<file path="config.mk">
export PLATFORM = sky130hd
export DESIGN_NAME = acq_sequencer
export DESIGN_NICKNAME = d
export VERILOG_FILES = /design/src/rtl/acq_sequencer.sv
export SDC_FILE = /design/constraint.sdc
export NUM_CORES = 1
export LEC_CHECK = 0
export CAP_MARGIN = 15
export CELL_PAD_IN_SITES_DETAIL_PLACEMENT = 0
export CELL_PAD_IN_SITES_GLOBAL_PLACEMENT = 1
export CORE_MARGIN = 2
export CORE_UTILIZATION = 40
export CTS_CLUSTER_SIZE = 30
export DETAILED_ROUTE_END_ITERATION = 6
export HOLD_SLACK_MARGIN = 0.03
export PLACE_DENSITY = 0.86
export RECOVER_POWER = 50
export SLEW_MARGIN = 20
export SYNTH_ARGS = -nofsm -noshare
export SYNTH_HDL_FRONTEND = slang
export SYNTH_SLANG_ARGS = --single-unit
export TNS_END_PERCENT = 30
</file>
<file path="constraint.sdc">
create_clock -name clk -period 2.9 [get_ports clk]
set_input_delay 0.29 -clock clk [delete_from_list [all_inputs] [get_ports clk]]
set_output_delay 0.29 -clock clk [all_outputs]
set_load 0.02 [all_outputs]
</file>
<file path="src/rtl/acq_sequencer.sv">
// acq_sequencer: runs SAMPLES signal-channel then SAMPLES noise-channel ADC conversions,
// then launches the comparator. Define ACQ_TIMEOUT_EN to add the wait-state watchdog.
module acq_sequencer #(
  parameter int SAMPLES     = 2,
  parameter int CNT_W       = 10,
  parameter int TIMEOUT_CYC = 1024
) (
  input  logic             clk,
  input  logic             rst_n,
  input  logic             start,
  input  logic             abort,
  input  logic             adc_eoc,
  input  logic             complete_comparator,
  output logic             adc_soc,
  output logic             adc_chan_sel,
  output logic             done_signal,
  output logic             done_noise,
  output logic             start_comparator,
  output logic             busy,
  output logic             seq_done,
  output logic [CNT_W-1:0] sample_idx,
  output logic             err_timeout
);

  localparam logic [2:0] S_IDLE      = 3'd0;
  localparam logic [2:0] S_SOC       = 3'd1;
  localparam logic [2:0] S_WAIT_EOC  = 3'd2;
  localparam logic [2:0] S_CMP_START = 3'd3;
  localparam logic [2:0] S_CMP_WAIT  = 3'd4;
  localparam logic [2:0] S_FINISH    = 3'd5;

  localparam logic [CNT_W-1:0] LAST_IDX = CNT_W'(SAMPLES - 1);
  localparam logic [CNT_W-1:0] FULL_IDX = CNT_W'(SAMPLES);

  logic [2:0]       state_q, state_d;
  logic [CNT_W-1:0] idx_q, idx_d;
  logic             chan_q, chan_d;
  logic             done_sig_q, done_sig_d;
  logic             done_noise_q, done_noise_d;
  logic             err_q, err_d;
  logic             sync1_q, sync2_q, eoc_prev_q;
  logic             eoc_rise;
  logic             timeout_hit;

  // Two flops settle the asynchronous EOC; the third remembers the last settled level.
  // NOTE: sequential state uses non-blocking assignments and the async active-low reset.
  always_ff @(posedge clk or negedge rst_n) begin
    if (!rst_n) begin
      sync1_q    <= 1'b0;
      sync2_q    <= 1'b0;
      eoc_prev_q <= 1'b0;
    end else begin
      sync1_q    <= adc_eoc;
      sync2_q    <= sync1_q;
      eoc_prev_q <= sync2_q;
    end
  end

  assign eoc_rise = sync2_q & ~eoc_prev_q;

`ifdef ACQ_TIMEOUT_EN
  localparam int               WD_W    = $clog2(TIMEOUT_CYC) + 1;
  localparam logic [WD_W-1:0]  WD_LAST = WD_W'(TIMEOUT_CYC - 1);

  logic [WD_W-1:0] wd_q, wd_d;
  logic            in_wait;

  assign in_wait     = (state_q == S_WAIT_EOC) || (state_q == S_CMP_WAIT);
  assign timeout_hit = in_wait && (wd_q == WD_LAST);

  // Restarts from zero whenever a wait state is entered or left.
  always_comb begin
    wd_d = '0;
    if (in_wait && (state_d == state_q)) wd_d = wd_q + 1'b1;
  end

  always_ff @(posedge clk or negedge rst_n) begin
    if (!rst_n) wd_q <= '0;
    else        wd_q <= wd_d;
  end
`else
  assign timeout_hit = 1'b0;
`endif

  // NOTE: every always_comb output gets a default first so no latch is inferred.
  always_comb begin
    state_d      = state_q;
    idx_d        = idx_q;
    chan_d       = chan_q;
    done_sig_d   = done_sig_q;
    done_noise_d = done_noise_q;
    err_d        = err_q;
    if (abort && (state_q != S_IDLE)) begin
      state_d      = S_IDLE;
      idx_d        = '0;
      chan_d       = 1'b0;
      done_sig_d   = 1'b0;
      done_noise_d = 1'b0;
    end else begin
      case (state_q)
        S_IDLE: begin
          if (start && !abort) begin
            idx_d        = '0;
            chan_d       = 1'b0;
            done_sig_d   = 1'b0;
            done_noise_d = 1'b0;
            err_d        = 1'b0;
            state_d      = S_SOC;
          end
        end
        S_SOC:       state_d = S_WAIT_EOC;
        S_WAIT_EOC: begin
          // The awaited event is tested first so it wins over a same-cycle expiry.
          if (eoc_rise) begin
            if (idx_q == LAST_IDX) begin
              if (!chan_q) begin
                done_sig_d = 1'b1;
                chan_d     = 1'b1;
                idx_d      = '0;
                state_d    = S_SOC;
              end else begin
                done_noise_d = 1'b1;
                idx_d        = FULL_IDX;
                state_d      = S_CMP_START;
              end
            end else begin
              idx_d   = idx_q + 1'b1;
              state_d = S_SOC;
            end
          end else if (timeout_hit) begin
            err_d        = 1'b1;
            done_sig_d   = 1'b0;
            done_noise_d = 1'b0;
            state_d      = S_IDLE;
          end
        end
        S_CMP_START: state_d = S_CMP_WAIT;
        S_CMP_WAIT: begin
          if (complete_comparator) begin
            state_d = S_FINISH;
          end else if (timeout_hit) begin
            err_d        = 1'b1;
            done_sig_d   = 1'b0;
            done_noise_d = 1'b0;
            state_d      = S_IDLE;
          end
        end
        S_FINISH:    state_d = S_IDLE;
        default:     state_d = S_IDLE;
      endcase
    end
  end

  always_ff @(posedge clk or negedge rst_n) begin
    if (!rst_n) begin
      state_q      <= S_IDLE;
      idx_q        <= '0;
      chan_q       <= 1'b0;
      done_sig_q   <= 1'b0;
      done_noise_q <= 1'b0;
      err_q        <= 1'b0;
    end else begin
      state_q      <= state_d;
      idx_q        <= idx_d;
      chan_q       <= chan_d;
      done_sig_q   <= done_sig_d;
      done_noise_q <= done_noise_d;
      err_q        <= err_d;
    end
  end

  // Pulses are suppressed in an abort cycle so nothing is launched on the way out.
  assign adc_soc          = (state_q == S_SOC) && !abort;
  assign start_comparator = (state_q == S_CMP_START) && !abort;
  assign seq_done         = (state_q == S_FINISH) && !abort;
  assign busy             = (state_q != S_IDLE);
  assign adc_chan_sel     = chan_q;
  assign done_signal      = done_sig_q;
  assign done_noise       = done_noise_q;
  assign sample_idx       = idx_q;
  assign err_timeout      = err_q;

endmodule

</file>
==> Word level (Yosys, flattened, before mapping) <==
Index checks and enable logic that the tools add are counted.
{ "classes": {"addsub": 1, "eq_ne": 12, "muxes": 28, "bitwise_logic": 2, "reduce_logical": 14} }
{ "op_table": {"columns": ["op", "n"], "rows": [
  ["$mux 10", 4],
  ["$pmux 10 s2", 1],
  ["$ne 3x3->1 const B", 6],
  ["$mux 3", 5],
  ["$pmux 3 s5", 1],
  ["$mux 1", 12],
  ["$add 10x1->10 const B", 1],
  ["$eq 10x1->1 const B", 1],
  ["$reduce_and 5->1", 2],
  ["$eq 3x2->1 const B", 2],
  ["$eq 3x3->1 const B", 2],
  ["$pmux 1 s2", 3],
  ["$reduce_and 3->1", 2],
  ["$reduce_bool 3->1", 2],
  ["$logic_and 1x1->1", 5],
  ["$mux 2", 2],
  ["$reduce_and 4->1", 1],
  ["$eq 3x1->1 const B", 1],
  ["$logic_not 3->1", 1],
  ["$and 1x1->1", 1],
  ["$logic_not 1->1", 1],
  ["$not 1->1", 1]
]} }
{ "totals": {"register_bits": 19, "in_bits": 6, "wordCells": 65} }

==> Logic depth before layout (Yosys ltp) <==
{ "depth": {"ltp_word": 5, "depth_mapped": 6, "ltp_nobuf": 6} }

==> Worst setup path before layout <==
Ideal clock, no wire load.
{ "synth_path": {"path_type": "reg-to-reg", "from": "reg idx_q[4], in the netlist sample_idx[4]", "to": "reg idx_q[6], in the netlist sample_idx[6]", "arrival_ns": 1.696, "t_required_ns": 2.774, "setup_slack_ns": 1.078, "path_stages_with_launch": 5, "path_buffers": 0, "path_cell_list": "dfrtp_1 nor4_1 a31oi_4 nor3b_4 a221o_1"} }
{ "synth_between": {"elab_chain_len": 5} }
{ "synth_lines": {"columns": ["element", "line_no", "source"], "rows": [
  ["from (decl)", "36", "logic [CNT_W-1:0] idx_q, idx_d;"],
  ["from (signal assigned)", "164", "idx_q <= idx_d;"],
  ["$add 10x1->10 / $eq 10x1->1 (equally long branches)", "127, 115", null],
  ["$mux 10 *", "115", "if (idx_q == LAST_IDX) begin"],
  ["$mux 10 *", "114", "if (eoc_rise) begin"],
  ["$pmux 10 s2 *", "100", "case (state_q)"],
  ["$mux 10 *", "93", "if (abort && (state_q != S_IDLE)) begin"]
]} }
Mark *: on every way between the ends. The rest lies on a longest branch, timed or not. The select of a mux whose other input is x is not followed.
A chain may end at the register's enable or synchronous reset.

==> Worst setup path after layout <==
{ "layout_path": {"from": "in abort", "to": "out adc_soc"} }
{ "layout_between": {"elab_chain_len": 2} }
{ "layout_lines": {"columns": ["element", "line_no", "source"], "rows": [
  ["from (decl)", "11", "input logic abort,"],
  ["$logic_not 1->1", "173", "assign adc_soc = (state_q == S_SOC) && !abort;"],
  ["$logic_and 1x1->1", "173", null],
  ["to (decl)", "14", "output logic adc_soc,"]
]} }
No other way between the ends.

==> qor.yml <==
status: "complete, no violations"
synth_warnings: 0
placement_rows: 18
rr_startpoint: "state_q[0]"
count_of_hold_fix_buffers_inserted_at_cts: 0
layout.filler_cells: 252
globalRoute.totalOverflow: 0
post-synth-top-area-fraction_pct: 43.6
ff2ff_setup_slack_ns: 0.77
yosys-top-cells-area: "sky130_fd_sc_hd__dfrtp_1, sky130_fd_sc_hd__a22o_1, sky130_fd_sc_hd__nor2_1"
crit_family: "buffers and inverters"
netlist_area_mm2: 0.00109
critical_path_peak_fanout: 10
dr.first_iter.drc_count: 8
worstSetupStartpointType: "primary input"
avgSynthCellArea_um2: 10.0
reg2regPathDepth: 4
clkTransAtPathRegs_ns: 0.10
antenna_found_initial: 0
fin_hold_ws_ns: 0.359
fin_tns_setup_ns: 0
final.setup.worst_slack_ns: 0.728
postSynthRegisterBits: 19
drive_above_1_share_pct: 6.98
vias: 907
mappedNetlistNets: 117
cp.required_ns: 2.61
synth_common_cells: "sky130_fd_sc_hd__dfrtp_1, sky130_fd_sc_hd__nor2_1, sky130_fd_sc_hd__nor3_1"
number_of_cells_in_the_finished_layout_apart_from_fillers: 159
ratio_of_total_power_to_cell_area_mw_per_mm2: 623
yosysMostFrequentCell: "sky130_fd_sc_hd__dfrtp_1"
route.detailed.drc: 0
routed-wl-met3_um: 136
worstHoldEndpoint: "sync2_q"
leakagePower_nw: 0.556
diodes: 0
synth-main-ff-cell: "sky130_fd_sc_hd__dfrtp_1"
core-area_mm2: 0.00252
cp_slowest_cell: "sky130_fd_sc_hd__clkdlybuf4s50_1"
start_point_of_the_worst_hold_path: "sync1_q"
worstPathCellList: "clkdlybuf4s50_1 -> nor4b_1 -> clkdlybuf4s50_1"
final_antenna_violating_net_count: 0
layout.cell_area.non_filler_mm2: 0.00133
timing.final.hold_violations: 0
routed_wire_length_mm: 2.32
first_pass_grt_wire_length_mm: 4.06
routedWlPerCell_um: 14.6
crit_path_frequent_cell: "sky130_fd_sc_hd__clkdlybuf4s50_1"
area_taken_by_multi_input_logic_gates_um2: 561
place.gp.congestion: 0.802
cap_viol_max_count: 0
ys_seq_area_share_pct: 43.6
yosysTopAreaCell: "sky130_fd_sc_hd__dfrtp_1"
tritoncts: "yes"
postCtsResizedCells: 0
critPathCaptureType: "output pin"
post_drt_via_cell_ratio: 5.70
synth-async-reset-ratio_pct: 100
placed_area_mm2: 0.00131
r2r-end: "sample_idx[6]"
drtPass1Iterations: 4
clock_path_buffers: 2
dieHeight_um: 56.2
worst_ep_arrival_time_ns: 1.88
cts_htree_levels: 1
worst_pin_slew_ns: 0.846
max-slew-margin-rel_pct: 43.2
worstSetupPathType: "primary input to output pin"
synth_edf_count: 0
timing.critical_path.buf_inv: 2
met1Wirelength_mm: 1.03
place.detailed.instances: 155
post_cts_buffers: 0
cts-root-buf: "sky130_fd_sc_hd__clkbuf_4"
highest_layer: "met4"
initial_core_util_pct: 43.3
dpl.hpwl_mm: 1.71
met2RoutedLength_mm: 1.13
fp.dieArea_mm2: 0.00316
crit_path_max_incr_delay_ns: 0.67
rsz0062_at_grt: "false"
number_of_global_route_vias_before_repair: 891
grt_use_total_pct: 16.4
period_share_pct: 74.9
dp_worst_setup_slack_ns: 0.540
insertion_delay_ns: 0.30
setup_viol: 0
post-route-min-period_ns: 2.17
fmax_ghz: 0.460
final-seq-area_um2: 475
tritoncts_num_sinks: 19
floorplan.die.width_um: 56.2
finalNetCount: 138
floorplan.io_pins: 24
min_path_cells: 0
finalClockSkew_ns: 0.00587
cts_made_buffers: 3
vdd.ir_drop.worst_mv: 0.389
hold_class: "flop to flop"
pin_count_of_the_biggest_net_entering_global_routing: 20
final_standard_cell_utilization_of_the_core_pct: 52.8
final-max-slew-violation-count: 0
synthesis.instances: 109
area_growth_pct: 22.0
port_buffers: 22
synth_cell_type_count: 38
design_power_total_mw: 0.829
[logic make-up (layout without fill, tap and decap cells)]
kind of cell	count (synthesis)	in the layout	synth area share, %
and+or+nand+nor	48	48	26.0
other	1	1	0.344
AOI/OAI and AO/OA	28	28	20.8
adders and majority gates	2	2	2.29
buffers and inverters	9	29	5.05
muxes	2	2	1.95
DFF	19	19	43.6
[how the worst max path moves through the flow]
stage / start / endpoint / slack, ns / cells after the start
after floorplan: sample_idx[4] / sample_idx[6] / 1.08 / 4
after global placement: abort / sample_idx[6] / 0.62 / 5
after detailed placement: abort / sample_idx[6] / 0.54 / 5
after CTS: abort / adc_soc / 0.70 / 3
after global routing: abort / adc_soc / 0.61 / 3
final: abort / adc_soc / 0.73 / 3
[where the power goes]
group | total [mW] | switching [mW] | internal [mW]
sequential | 0.336 | 0.0425 | 0.294
combinational | 0.360 | 0.212 | 0.148
clock | 0.133 | 0.0790 | 0.0536
total | 0.829 | 0.334 | 0.495
[state kept, by name, indices dropped and copies added (netlist names)]
register	count
adc_chan_sel	1
done_noise	1
done_signal	1
eoc_prev_q	1
sample_idx	10
state_q	3
sync1_q	1
sync2_q	1
[cell type report]
class,instances,share of cell area (%)
inverters,3,0.846
flip-flops and latches,19,35.7
well taps,30,2.82
multi-input cells,81,42.1
repair buffers,22,16.5
clock buffers,4,1.97
[per-layer routing]
layer	global-route usage (%)	vias up
met5	0	-
met4	4.42	0
met1	21.0	427
met3	5.81	4
met2	26.4	24
li1	-	452
[worst register-to-register path: cells and delay by family (launching register included)]
family / cells / cell delay (ns)
AO/OA/AOI/OAI: 1 / 0.35
flip-flops: 1 / 0.47
AND/OR/NAND/NOR: 3 / 1.20
[placed cells by master (no fill, tap or decap), drive strengths merged, types with 4 or more instances in the layout]
cell type	count
clkbuf	4
a21oi	5
nor2	10
nand3	5
dlygate4sd3	6
o31ai	5
a22o	5
dfrtp	19
clkdlybuf4s50	16
nor3	6
Note: power is estimated with default switching activity, not from simulation.
